--- src/rtl/if_stage_pkg.sv ---
// if_stage_pkg: shared definitions for the instruction-fetch stage.
//   DEF_WIDTH / DEF_BUF_DEPTH / DEF_RESET_PC : default parameter values
//   NOP      : instruction word injected as a pipeline bubble
//   HALT_OP  : opcode (bits [31:26]) that stops fetching
//   if_state_e : fetch FSM state encodings
package if_stage_pkg;

  localparam int          DEF_WIDTH     = 32;
  localparam int          DEF_BUF_DEPTH = 2;
  localparam int unsigned DEF_RESET_PC  = 0;

  localparam logic [31:0] NOP     = 32'h0000_0000;
  localparam logic [5:0]  HALT_OP = 6'h3F;

  typedef enum logic [1:0] {
    IF_FETCH   = 2'd0,
    IF_DISCARD = 2'd1,
    IF_HALTED  = 2'd2
  } if_state_e;

  function automatic logic is_halt(input logic [5:0] opcode);
    return opcode == HALT_OP;
  endfunction

endpackage

--- src/rtl/if_fifo.sv ---
// if_fifo: small instruction buffer, DEPTH entries of DW bits.
//   i_push / i_data : write one entry (accepted when not full, or when
//                     a pop happens in the same cycle)
//   i_pop           : drop the head entry (ignored when empty)
//   i_clr           : synchronous flush, wins over push/pop
//   o_data          : head entry (valid when !o_empty)
//   o_count / o_full / o_empty : occupancy
module if_fifo #(
  parameter int DEPTH = 2,
  parameter int DW    = 62
) (
  input  logic                    clk,
  input  logic                    rst_n,
  input  logic                    i_push,
  input  logic [DW-1:0]           i_data,
  input  logic                    i_pop,
  input  logic                    i_clr,
  output logic [DW-1:0]           o_data,
  output logic [$clog2(DEPTH):0]  o_count,
  output logic                    o_full,
  output logic                    o_empty
);

  localparam int AW = $clog2(DEPTH);

  logic [DW-1:0] r_mem [DEPTH];
  logic [AW-1:0] r_wr_ptr;
  logic [AW-1:0] r_rd_ptr;
  logic [AW:0]   r_count;
  logic          w_full;
  logic          w_empty;
  logic          w_do_push;
  logic          w_do_pop;

  assign w_full    = (r_count == (AW+1)'(DEPTH));
  assign w_empty   = (r_count == '0);
  assign w_do_pop  = i_pop && !w_empty;
  assign w_do_push = i_push && (!w_full || w_do_pop);

  always_ff @(posedge clk or negedge rst_n) begin
    if (!rst_n) begin
      r_wr_ptr <= '0;
      r_rd_ptr <= '0;
      r_count  <= '0;
    end else if (i_clr) begin
      r_wr_ptr <= '0;
      r_rd_ptr <= '0;
      r_count  <= '0;
    end else begin
      if (w_do_push) r_wr_ptr <= r_wr_ptr + AW'(1);
      if (w_do_pop)  r_rd_ptr <= r_rd_ptr + AW'(1);
      case ({w_do_push, w_do_pop})
        2'b10:   r_count <= r_count + (AW+1)'(1);
        2'b01:   r_count <= r_count - (AW+1)'(1);
        default: ;
      endcase
    end
  end

  // Storage is not reset; occupancy alone decides what is valid.
  always_ff @(posedge clk) begin
    if (w_do_push && !i_clr) r_mem[r_wr_ptr] <= i_data;
  end

  assign o_data  = r_mem[r_rd_ptr];
  assign o_count = r_count;
  assign o_full  = w_full;
  assign o_empty = w_empty;

endmodule

--- src/rtl/if_stage.sv ---
// if_stage: instruction fetch stage feeding decode.
//   clk, rst_n          : clock, async active-low reset
//   IR_out / PC_out     : registered instruction and its word PC to decode
//   Mem_add / Mem_req   : fetch request (held stable until Mem_ack)
//   Mem_ack / Mem_data  : one-cycle acknowledge with instruction word
//   IsStall             : hold IR_out/PC_out
//   Br_taken / Br_tgt   : redirect strobe and word target
//
// state      | meaning
// IF_FETCH   | normal fetching into the buffer
// IF_DISCARD | waiting for the ack of a squashed request, data dropped
// IF_HALTED  | HALT fetched, no further requests until a redirect
module if_stage
  import if_stage_pkg::*;
#(
  parameter int          WIDTH     = DEF_WIDTH,
  parameter int          BUF_DEPTH = DEF_BUF_DEPTH,
  parameter int unsigned RESET_PC  = DEF_RESET_PC
) (
  input  logic               clk,
  input  logic               rst_n,
  output logic [WIDTH-1:0]   IR_out,
  output logic [WIDTH-3:0]   PC_out,
  output logic [WIDTH-3:0]   Mem_add,
  output logic               Mem_req,
  input  logic               Mem_ack,
  input  logic [WIDTH-1:0]   Mem_data,
  input  logic               IsStall,
  input  logic               Br_taken,
  input  logic [WIDTH-3:0]   Br_tgt
);

  localparam int                PC_W   = WIDTH - 2;
  localparam int                DW     = WIDTH + PC_W;
  localparam int                CW     = $clog2(BUF_DEPTH) + 1;
  localparam logic [PC_W-1:0]   L_RPC  = PC_W'(RESET_PC);
  localparam logic [WIDTH-1:0]  L_NOP  = WIDTH'(NOP);

  if_state_e        r_state;
  logic [PC_W-1:0]  r_fetch_pc;
  logic             r_mem_req;
  logic [PC_W-1:0]  r_mem_add;
  logic [WIDTH-1:0] r_ir;
  logic [PC_W-1:0]  r_pc;

  logic             w_ack;
  logic             w_halt_word;
  logic             w_push;
  logic             w_pop;
  logic [DW-1:0]    w_fifo_din;
  logic [DW-1:0]    w_fifo_dout;
  logic [CW-1:0]    w_count;
  logic [CW-1:0]    w_cnt_after;
  logic             w_full;
  logic             w_empty;
  logic [PC_W-1:0]  w_pc_inc;

  assign w_ack       = r_mem_req && Mem_ack;
  assign w_halt_word = is_halt(Mem_data[WIDTH-1 -: 6]);
  assign w_push      = (r_state == IF_FETCH) && w_ack && !Br_taken;
  assign w_pop       = !IsStall && !w_empty && !Br_taken;
  assign w_fifo_din  = {r_fetch_pc, Mem_data};
  assign w_pc_inc    = r_fetch_pc + PC_W'(1);
  // Occupancy once this edge's push and pop have both landed.
  assign w_cnt_after = w_count + CW'(w_push) - CW'(w_pop);

  if_fifo #(
    .DEPTH (BUF_DEPTH),
    .DW    (DW)
  ) u_fifo (
    .clk     (clk),
    .rst_n   (rst_n),
    .i_push  (w_push),
    .i_data  (w_fifo_din),
    .i_pop   (w_pop),
    .i_clr   (Br_taken),
    .o_data  (w_fifo_dout),
    .o_count (w_count),
    .o_full  (w_full),
    .o_empty (w_empty)
  );

  always_ff @(posedge clk or negedge rst_n) begin
    if (!rst_n) begin
      r_state    <= IF_FETCH;
      r_fetch_pc <= L_RPC;
      r_mem_req  <= 1'b0;
      r_mem_add  <= L_RPC;
    end else if (Br_taken) begin
      r_fetch_pc <= Br_tgt;
      if (r_mem_req && !Mem_ack) begin
        // Request still in flight: keep it on the bus and squash its data.
        r_state <= IF_DISCARD;
      end else if (r_state == IF_DISCARD) begin
        // Squashed ack lands together with a newer redirect.
        r_state   <= IF_FETCH;
        r_mem_req <= 1'b0;
        r_mem_add <= Br_tgt;
      end else begin
        r_state   <= IF_FETCH;
        r_mem_req <= 1'b1;
        r_mem_add <= Br_tgt;
      end
    end else begin
      case (r_state)
        IF_FETCH: begin
          if (w_ack) begin
            r_fetch_pc <= w_pc_inc;
            r_mem_add  <= w_pc_inc;
            if (w_halt_word) begin
              r_state   <= IF_HALTED;
              r_mem_req <= 1'b0;
            end else begin
              r_mem_req <= (w_cnt_after < CW'(BUF_DEPTH));
            end
          end else if (!r_mem_req && !w_full) begin
            r_mem_req <= 1'b1;
            r_mem_add <= r_fetch_pc;
          end
        end
        IF_DISCARD: begin
          if (w_ack) begin
            r_state   <= IF_FETCH;
            r_mem_req <= 1'b0;
            r_mem_add <= r_fetch_pc;
          end
        end
        IF_HALTED: begin
          r_mem_req <= 1'b0;
        end
        default: begin
          r_state   <= IF_FETCH;
          r_mem_req <= 1'b0;
        end
      endcase
    end
  end

  always_ff @(posedge clk or negedge rst_n) begin
    if (!rst_n) begin
      r_ir <= L_NOP;
      r_pc <= '0;
    end else if (Br_taken) begin
      r_ir <= L_NOP;
    end else if (!IsStall) begin
      if (!w_empty) begin
        r_ir <= w_fifo_dout[WIDTH-1:0];
        r_pc <= w_fifo_dout[DW-1:WIDTH];
      end else begin
        r_ir <= L_NOP;
      end
    end
  end

  assign IR_out  = r_ir;
  assign PC_out  = r_pc;
  assign Mem_req = r_mem_req;
  assign Mem_add = r_mem_add;

endmodule

--- config.mk ---
export PLATFORM = sky130hd
export DESIGN_NAME = if_stage
export DESIGN_NICKNAME = d
export VERILOG_FILES = /design/src/rtl/if_stage_pkg.sv /design/src/rtl/if_fifo.sv /design/src/rtl/if_stage.sv
export SDC_FILE = /design/constraint.sdc
export NUM_CORES = 1
export LEC_CHECK = 0
export ABC_AREA = 1
export ABC_CLOCK_PERIOD_IN_PS = 4000
export BUFFER_PORTS_ARGS = -buffer_cell sky130_fd_sc_hd__buf_2
export CORE_MARGIN = 5
export CORE_UTILIZATION = 52
export CTS_CLUSTER_SIZE = 28
export DETAILED_ROUTE_END_ITERATION = 12
export PLACE_DENSITY = 0.84
export SYNTH_ARGS = -nofsm -noshare
export SYNTH_HDL_FRONTEND = slang
export SYNTH_SLANG_ARGS = --single-unit
--- constraint.sdc ---
create_clock -name clk -period 4 [get_ports clk]
set_input_delay 0.2 -clock clk [delete_from_list [all_inputs] [get_ports clk]]
set_output_delay 0.2 -clock clk [all_outputs]
set_load 0.005 [all_outputs]
* Yosys cells after proc, flatten, opt, wreduce, memory -nomap -nowiden *
Memories as Yosys holds them, arrays and structs flattened.
Cells that the tools add are included.

storage, ports and cells
  latch bits = 0
  flip-flop bits (word level) = 129
  memories = 1
  output and inout port bits = 93
  bits in read-only memories = 0
  memory bits (writable) = 124
  input bits = 67
  word-level logic and storage cells = 98

memory list
  memory        depth  bits a word  rd ports  clocked after Yosys merged registers in  wr ports  RTL line       text
  u_fifo.r_mem  2      62           1         0                                        1         if_fifo.sv:26  logic [DW-1:0] r_mem [DEPTH];

cells by class
  multiplexer cells = 34
  div/mod/pow operators = 0
  shifts and indexed selects = 0
  $mul = 0
  $lt $le $gt $ge = 1
  add/subtract/negate cells = 7
  bitwise logic cells = 3
  reductions and logical operators = 30
  eq/ne operators = 13

operators by type and width
  operator                                                                  number
  30-bit two-way mux                                                        8
  32-bit two-way mux                                                        3
  30-bit case mux with 2 select lines                                       1
  30-bit by 1-bit adder with 30-bit output (second input constant)          1
  1-bit two-way mux                                                         14
  1-bit logical AND                                                         10
  2-bit two-way mux                                                         5
  3-bit inequality test (second input constant)                             3
  4-bit AND reduction                                                       2
  2-bit nonzero test                                                        4
  2-bit equality test (second input constant)                               3
  6-bit equality test (second input constant)                               1
  1-bit zero test                                                           6
  2-bit case mux with 3 select lines                                        1
  3-bit AND reduction                                                       2
  3-bit nonzero test                                                        2
  2-bit by 1-bit equality test with 1-bit output (second input constant)    2
  2-bit zero test                                                           2
  2-bit inequality test (second input constant)                             2
  4-bit by 3-bit inequality test with 1-bit output (second input constant)  1
  2-bit case mux with 2 select lines                                        1
  1-bit NOT                                                                 3
  1-bit adder (second input constant)                                       2
  2-bit by 1-bit adder with 2-bit output                                    1
  other kinds (8)                                                           8

* Logic depth before layout (Yosys ltp) *
Gate-level depths: netlist of run 1.

  word-level depth = 10
  depth in mapped cells = 13

* By module *
Synthesis of run 1 repeated with hierarchy kept, for this count alone.

second synthesis, totals
  cells, all modules = 1230
  area, all modules = 11403.4 um^2

by module, submodules not included
  module    cells an instance  area an instance (um^2)  instances
  if_stage  867                6623.9                   1
  if_fifo   363                4779.6                   1

* Least setup slack after synthesis of run 1 *
Ideal clock, no wire load.

  path type = register to register
  start point = register r_mem_req (netlist: Mem_req)
  end point = memory u_fifo.r_mem[0][0], enable pin
  data arrival time = 3.486 ns
  path slack = 0.031 ns
  setup time = 0.483 ns
  cell stages (with the launch flop) = 7
  buffers on the path = 0
  data required time = 3.517 ns
  cell sequence = dfrtp_1 -> nand2_1 -> inv_1 -> nand2_1 -> inv_1 -> nand3_1 -> nor2_1

between the ends
  cells in the longest elaborated chain, start to end = 7

RTL lines
  what                                     RTL line         text
  from (decl)                              if_stage.sv:41   logic r_mem_req;
  from (signal assigned)                   if_stage.sv:114  r_mem_req <= (w_cnt_after < CW'(BUF_DEPTH));
  1-bit logical AND                        if_stage.sv:58   assign w_ack = r_mem_req && Mem_ack;
  1-bit logical AND (2 in series)          if_stage.sv:60   assign w_push = (r_state == IF_FETCH) && w_ack && !Br_taken;
  1-bit logical AND                        if_fifo.sv:38    assign w_do_push = i_push && (!w_full || w_do_pop);
  1-bit logical AND                        if_fifo.sv:62    if (w_do_push && !i_clr) r_mem[r_wr_ptr] <= i_data;
  1-bit two-way mux                        if_fifo.sv:62
  1-bit two-way mux (implied by the code)  if_fifo.sv:62
  to (decl)                                if_fifo.sv:26

No other way between the ends.

* Worst setup path in the final report of run 1 *
  start point = register r_mem_req (netlist: Mem_req)
  end point = memory u_fifo.r_mem[1][21], enable pin

Same word-level chain as after synthesis.

==> results.sh, run 1 <==
export IMPL_synth_ff_type="dfrtp_1"
export IMPL_yosysWarnings=0
export IMPL_p_sw_share_pct=33.26
export IMPL_r2r_cells=7
export IMPL_synth_seq_cells=253
export IMPL_yosysSeqAreaShare_pct=63.12
export IMPL_die_h_um=155.5
export IMPL_path_max_fanout=45
export IMPL_drive_above_1_share_pct=17.66
export IMPL_grt_first_pass_wirelength_mm=45.32
export IMPL_r2r_end="u_fifo.r_mem[1][21]"
export IMPL_cp_top_family="simple AND/OR/NAND/NOR gates"
export IMPL_dpl_hpwl_mm=17.69
export IMPL_core_sq_um=20960
export IMPL_wl_per_cell_um=17.68
export IMPL_max_freq_ghz=0.3984
export IMPL_setup_violations_final=0
export IMPL_vias=8864
export IMPL_cpPeakStageDelay_ns=0.60
export IMPL_cp_data_arrival_time_ns=2.65
export IMPL_grt_pass1_vias=8722
export IMPL_syn2layout_area_growth_pct=20.14
export IMPL_tightest_slew_ns=1.094
export IMPL_comb_power_share_pct=26.1
export IMPL_row_count=53
export IMPL_antenna_found_initial=2
export IMPL_clock_sinks=253
export IMPL_critPathBufInv=3
export IMPL_drc=0
export IMPL_holdWs_ns=0.02500
export IMPL_power_density_nw_per_um2=630.6
export IMPL_drv_cap=0
export IMPL_min_period_ns=2.510
export IMPL_dieArea_sq_um=24190
export IMPL_fill_cells=1624
export IMPL_clockPowerShare_pct=27.6
export IMPL_crit_path_cell_trace="nand2_1 > inv_1 > nand2_1 > inv_1 > nand3_1 > nor2_4 > buf_4"
export IMPL_synth_cell_area_sq_um=11010
export IMPL_tritoncts="built"
export IMPL_ir_drop_v=0.0003342
export IMPL_syn_inst=1120
export IMPL_dp_cells=1509
export IMPL_grt_util_all_layers_pct=23.27
export IMPL_pin_count=160
export IMPL_crit_path_top_delay_cell="buf_4"
export IMPL_grt_max_degree=78
export IMPL_cts_buffer_depth=3
export IMPL_drv_slew=0
export IMPL_viasPerCell=5.554
export IMPL_drtIter0Drc=991
export IMPL_slew_headroom_pct=26.99
export IMPL_post_route_period_util_pct=62.76
export IMPL_dr_pass1_iters=8
export IMPL_cts_clk_slew_worst_paths_ns=0.06
export IMPL_rsz0062_at_grt="no"
export IMPL_synth_edf_count=124
export IMPL_place_congestion=0.9635
export IMPL_status="complete, no violations"
export IMPL_cts_buffers=25
export IMPL_ys_async_sr_fraction_pct=50.99
export IMPL_fp_dieW_um=155.5
export IMPL_power_switching_mw=2.775
export IMPL_h_tree_depth=1
export IMPL_finalHoldViolCount=0
export IMPL_timing_hold_worst_path_depth=4
export IMPL_p_leak_nw=5.681
export IMPL_finalWirelength_mm=28.22
export IMPL_cp_start_kind="flop"
export IMPL_crit_required_ns=4.13
export IMPL_nets=1370
export IMPL_internal_power_mw=5.568
export IMPL_ant_nets=0
export IMPL_synthDistinctLibCells=33
export IMPL_synth_nets=1189
export IMPL_min_to="r_state[0]"
export IMPL_overflow=0
export IMPL_r2r_setup_slack_ns=1.49
export IMPL_reg2reg_from="Mem_req"
export IMPL_seq_power_share_pct=46.3
export IMPL_worst_setup_path_end_kind="flop"
export IMPL_syn_area_per_cell_sq_um=9.833
export IMPL_min_path_type="in -> reg"
export IMPL_hp_start="Mem_ack"
export IMPL_initial_core_util_pct=52.56
export IMPL_finalSetupTns_ns=0
export IMPL_criticalPathCategory="reg -> reg"
export IMPL_finalNonFillerCells=1596
export IMPL_clock_latency_ns=0.51
export IMPL_finalClockSkew_ns=0.01234
export IMPL_cts_resized=0
export IMPL_portBuffers=159
export IMPL_cts_root_buf="clkbuf_16"
## layout by cell type (no fill, tap or decap), types with 3 or more instances in the layout
cell,Yosys,routed
nand3_1,71,71
clkbuf_8,0,4
a31oi_1,40,40
inv_1,63,63
buf_2,29,158
nand2_1,267,267
inv_2,5,5
mux2i_1,32,32
nand4_1,3,3
o21ai_1,15,15
xor2_1,7,7
buf_4,2,11
nor2_4,3,5
edfxtp_1,124,124
clkbuf_1,21,5
dlygate4sd3_1,0,40
a22oi_1,8,8
nand2_2,6,6
clkinvlp_4,0,3
a21oi_1,63,63
dfrtp_1,129,128
o211ai_1,3,3
o21ai_0,53,53
clkbuf_16,0,25
nor2_2,5,5
clkinv_2,0,3
nor2_1,153,151
## metal layers
metal / global-route usage, % / up-vias / wire, um
li1: - / 4140 / -
met1: 31.82 / 4218 / 11210
met2: 38.35 / 431 / 13520
met3: 3.495 / 75 / 2585
met4: 8.295 / 0 / 903
met5: 0 / - / 0
## final cells by class
class                           count  area (sq um)  share of cell area [%]
Clock inverter                     11         113.9                  0.8605
Multi-Input combinational cell    743          3567                   26.96
Tap cell                          275         344.1                   2.600
Sequential cell                   253          6953                   52.55
Timing Repair Buffer              210          1294                   9.778
Antenna cell                        2         5.005                 0.03783
Clock buffer                       34         699.4                   5.286
Inverter                           68         255.2                   1.929
## cell families after synthesis
kind of cell    count (synthesis)  share of synthesized area (%)
compound gates                188                          9.384
xor+xnor                        9                         0.7158
fa+ha+maj                       2                         0.2272
buf+inv                       124                          4.624
flops                         253                          63.12
mux                            32                          2.908
simple gates                  512                          19.02
## stage by stage
step | area [sq um] | setup slack, ns | util [%] | power (mW)
2_1_floorplan | 11010 | 0.03066 | - | 5.100
4_1_cts | 13230 | 1.480 | 63.12 | 8.352
5_1_grt | 13230 | 1.281 | 63.14 | 8.832
6_report | 13230 | 1.490 | 63.14 | 8.343
3_5_place_dp | 12010 | 1.507 | 57.33 | 6.013
3_3_place_gp | 12010 | 1.571 | 57.33 | 5.900
## power by group through the flow
| stage | clock network (mW) | registers, mW | logic, mW |
|---|---|---|---|
| finish | 2.30 | 3.86 | 2.18 |
| global route | 2.45 | 3.93 | 2.45 |
| CTS | 2.33 | 3.85 | 2.18 |
| detailed placement | 0 | 3.88 | 2.13 |
| global placement | 0 | 3.84 | 2.06 |
| floorplan | 0 | 3.78 | 1.32 |
## how the worst max path moves through the flow
stage / to / cells past startpoint / start
2_1_floorplan: u_fifo.r_mem[0][0] / 6 / Mem_req
3_3_place_gp: u_fifo.r_mem[1][5] / 7 / Mem_req
3_5_place_dp: u_fifo.r_mem[1][8] / 7 / Mem_req
4_1_cts: u_fifo.r_mem[1][20] / 7 / Mem_req
5_1_grt: u_fifo.r_mem[1][21] / 7 / Mem_req
6_report: u_fifo.r_mem[1][21] / 7 / Mem_req
## registers in the layout, summed over array words and instances, names as in the netlist
signal and cells:
u_fifo.r_rd_ptr 1, u_fifo.r_mem 124, PC_out 30, u_fifo.o_count 2
r_state 2, u_fifo.r_wr_ptr 1, Mem_req 1, IR_out 32
r_fetch_pc 30, Mem_add 30
## cells in the mapped netlist, types with 2 or more instances
cell type,count,share of area [%]
clkbuf_1,21,0.72
edfxtp_1,124,34
dfrtp_1,129,29
buf_4,2,0.14
nand3b_1,2,0.14
inv_1,63,2.1
o21bai_1,2,0.14
xnor2_1,2,0.16
nand2_1,267,9.1
ha_1,2,0.23
o21ai_1,15,0.68
a31oi_1,40,2.3
buf_1,4,0.14
nand3_1,71,3.2
buf_2,29,1.3
a21oi_1,63,2.9
o21ai_0,53,2.4
nor2_4,3,0.31
o211ai_1,3,0.20
a22oi_1,8,0.55
nor2_1,153,5.2
xor2_1,7,0.56
nand4_1,3,0.17
mux2i_1,32,2.9
inv_2,5,0.17
nand2_2,6,0.34
nor2_2,5,0.28
## worst register-to-register path: stages (launching register included)
cell	delay (ns)
dfrtp_1	0.40
nand2_1	0.09
inv_1	0.13
nand2_1	0.10
inv_1	0.11
nand3_1	0.21
nor2_4	0.48
buf_4	0.60
## timing repair
action | 4_1_cts | 5_1_grt
setup buffers | 0 | 0
endpoints found under the hold margin | 148 | 0
hold buffers | 40 | 0
Power figures use the tool's default switching activity.
==> inputs of run 2 (changes only) <==
Settings changed: ABC_CLOCK_PERIOD_IN_PS 4000 to 2600, CORE_UTILIZATION 52 to 57, PLACE_DENSITY 0.84 to 0.87.
Clock period 4 ns to 2.6 ns, I/O delays scaled along.
==> results.sh, run 2 (same netlist as run 1, synthesis figures left out) <==
export IMPL_timing_hold_worst_path_depth=5
export IMPL_finalWirelength_mm=29.46
export IMPL_diodes=0
export IMPL_cts_clk_slew_worst_paths_ns=0.06
export IMPL_grt_pass1_vias=8838
export IMPL_ir_drop_v=0.0004957
export IMPL_worst_setup_path_end_kind="flop"
export IMPL_mostFrequentLayoutCells="nand2_1, buf_2, nor2_1, dfrtp_1, edfxtp_1"
export IMPL_min_path_type="in -> reg"
export IMPL_cts_root_buf="clkbuf_16"
export IMPL_portBuffers=159
export IMPL_cpPeakStageDelay_ns=0.43
export IMPL_antenna_found_initial=0
export IMPL_tightest_slew_ns=0.9043
export IMPL_drtIter0Drc=852
export IMPL_grt_util_all_layers_pct=26.40
export IMPL_nets=1385
export IMPL_grt_first_pass_wirelength_mm=46.32
export IMPL_slew_headroom_pct=39.65
export IMPL_drc=0
export IMPL_wl_per_cell_um=18.47
export IMPL_layout_setup_ws_ns=0.4395
export IMPL_viasPerCell=5.684
export IMPL_largest_register_ffs=124
export IMPL_syn2layout_area_growth_pct=21.28
export IMPL_cts_buffer_depth=3
export IMPL_crit_required_ns=2.80
export IMPL_largest_register="u_fifo.r_mem"
export IMPL_crit_path_top_delay_cell="nor2_4"
export IMPL_path_max_fanout=39
export IMPL_pre_cts_ws_ns=0.5132
export IMPL_finalHoldViolCount=0
export IMPL_dr_pass1_iters=6
export IMPL_criticalPathCategory="reg -> reg"
export IMPL_layout_commonest_cell="nand2_1"
export IMPL_place_congestion=0.9115
export IMPL_drive_above_1_share_pct=17.90
export IMPL_dpl_hpwl_mm=17.81
export IMPL_ant_nets=0
export IMPL_vias=9066
export IMPL_cp_data_arrival_time_ns=2.36
export IMPL_power_density_nw_per_um2=964.7
export IMPL_cp_start_kind="flop"
export IMPL_crit_path_cell_trace="nand2_1 > inv_1 > nand2_1 > inv_1 > nand3_1 > nor2_4 > buf_12"
export IMPL_setup_violations_final=0
export IMPL_overflow=0
export IMPL_min_period_ns=2.161
export IMPL_pin_count=160
export IMPL_cts_resized=0
export IMPL_fp_dieW_um=149
export IMPL_row_count=50
export IMPL_clock_sinks=253
export IMPL_tritoncts="built"
export IMPL_die_h_um=149
export IMPL_r2r_cells=7
export IMPL_dieArea_sq_um=22200
export IMPL_post_route_period_util_pct=83.10
export IMPL_status="complete, no violations"
export IMPL_max_freq_ghz=0.4628
export IMPL_clock_latency_ns=0.53
export IMPL_rsz0062_at_grt="no"
export IMPL_core_sq_um=18890
export IMPL_h_tree_depth=1
export IMPL_fill_cells=1315
export IMPL_drv_cap=0
export IMPL_p_leak_nw=5.760
export IMPL_power_mw=12.89
export IMPL_drv_slew=0
export IMPL_cts_buffers=25
export IMPL_initial_core_util_pct=58.29
export IMPL_finalClockSkew_ns=0.01975
export IMPL_grt_max_degree=68
==> run 2: changes by cell type in the layout (fill, tap and decap cells not counted), sizes merged <==
cell / change
clkinvlp: -2
clkinv: +7
buf: +5
dlygate4sd3: +10
diode: -2
inv: +1
clkbuf: -5
==> run 2: area by class of cell <==
cell class                      count  area (sq um)  area share (%)
Timing Repair Buffer              225          1456           10.90
Inverter                           68         255.2           1.911
Clock inverter                     17         138.9           1.040
Sequential cell                   253          6953           52.06
Clock buffer                       29         660.6           4.946
Tap cell                          260         325.3           2.436
Multi-Input combinational cell    743          3567           26.71
==> run 2: repair_timing <==
item                                   CTS  global route
setup buffers                            0             0
endpoints found under the hold margin  141             0
hold buffers                            50             0
==> run 2: report_power, final <==
| part | leakage [nW] | total, mW | internal (mW) | switching (mW) |
|---|---|---|---|---|
| logic | 2.68 | 3.43 | 1.32 | 2.11 |
| clock network | 0.397 | 3.53 | 2.02 | 1.51 |
| registers | 2.68 | 5.93 | 5.19 | 0.733 |
| total | 5.76 | 12.9 | 8.53 | 4.36 |
==> run 2: per-layer routing <==
metal  share of wire, %  track usage (%)  up-vias
met5                  0                0        -
li1                   -                -     4179
met4                3.7            9.886        0
met2                 49            46.01      507
met1                 37            33.07     4298
met3                9.8            4.740       82
==> run 2: path summary, 6_finish.rpt <==
check                            from                   to  slack, ns
setup / recovery              Mem_req  u_fifo.r_mem[1][54]       0.44
hold / removal             Br_tgt[18]          Mem_add[18]       0.02
setup reg to reg              Mem_req  u_fifo.r_mem[1][54]       0.44
hold reg to reg            r_state[0]           r_state[1]       0.51
max in group asynchronous       rst_n       r_fetch_pc[28]       1.62
min in group asynchronous       rst_n           IR_out[26]       0.20
==> run 2: per-stage QoR <==
step | hold WS (ns) | std cells | setup TNS (ns) | util (%) | instance area [sq um]
2_1_floorplan | -0.1656 | 1120 | -42.84 | - | 11020
3_3_place_gp | 0.2013 | 1499 | 0 | 63.81 | 12060
3_5_place_dp | 0.2099 | 1499 | 0 | 63.81 | 12060
4_1_cts | 0.001115 | 1595 | 0 | 70.70 | 13360
5_1_grt | 0.02712 | 1595 | 0 | 70.70 | 13360
6_report | 0.01521 | 1595 | 0 | 70.70 | 13360
==> run 2: worst max-delay path, delay by kind of cell (launching register included) <==
| family | cells | cell delay, ns |
|---|---|---|
| buffers and inverters | 3 | 0.56 |
| flip-flops | 1 | 0.41 |
| AND/OR/NAND/NOR | 4 | 0.86 |
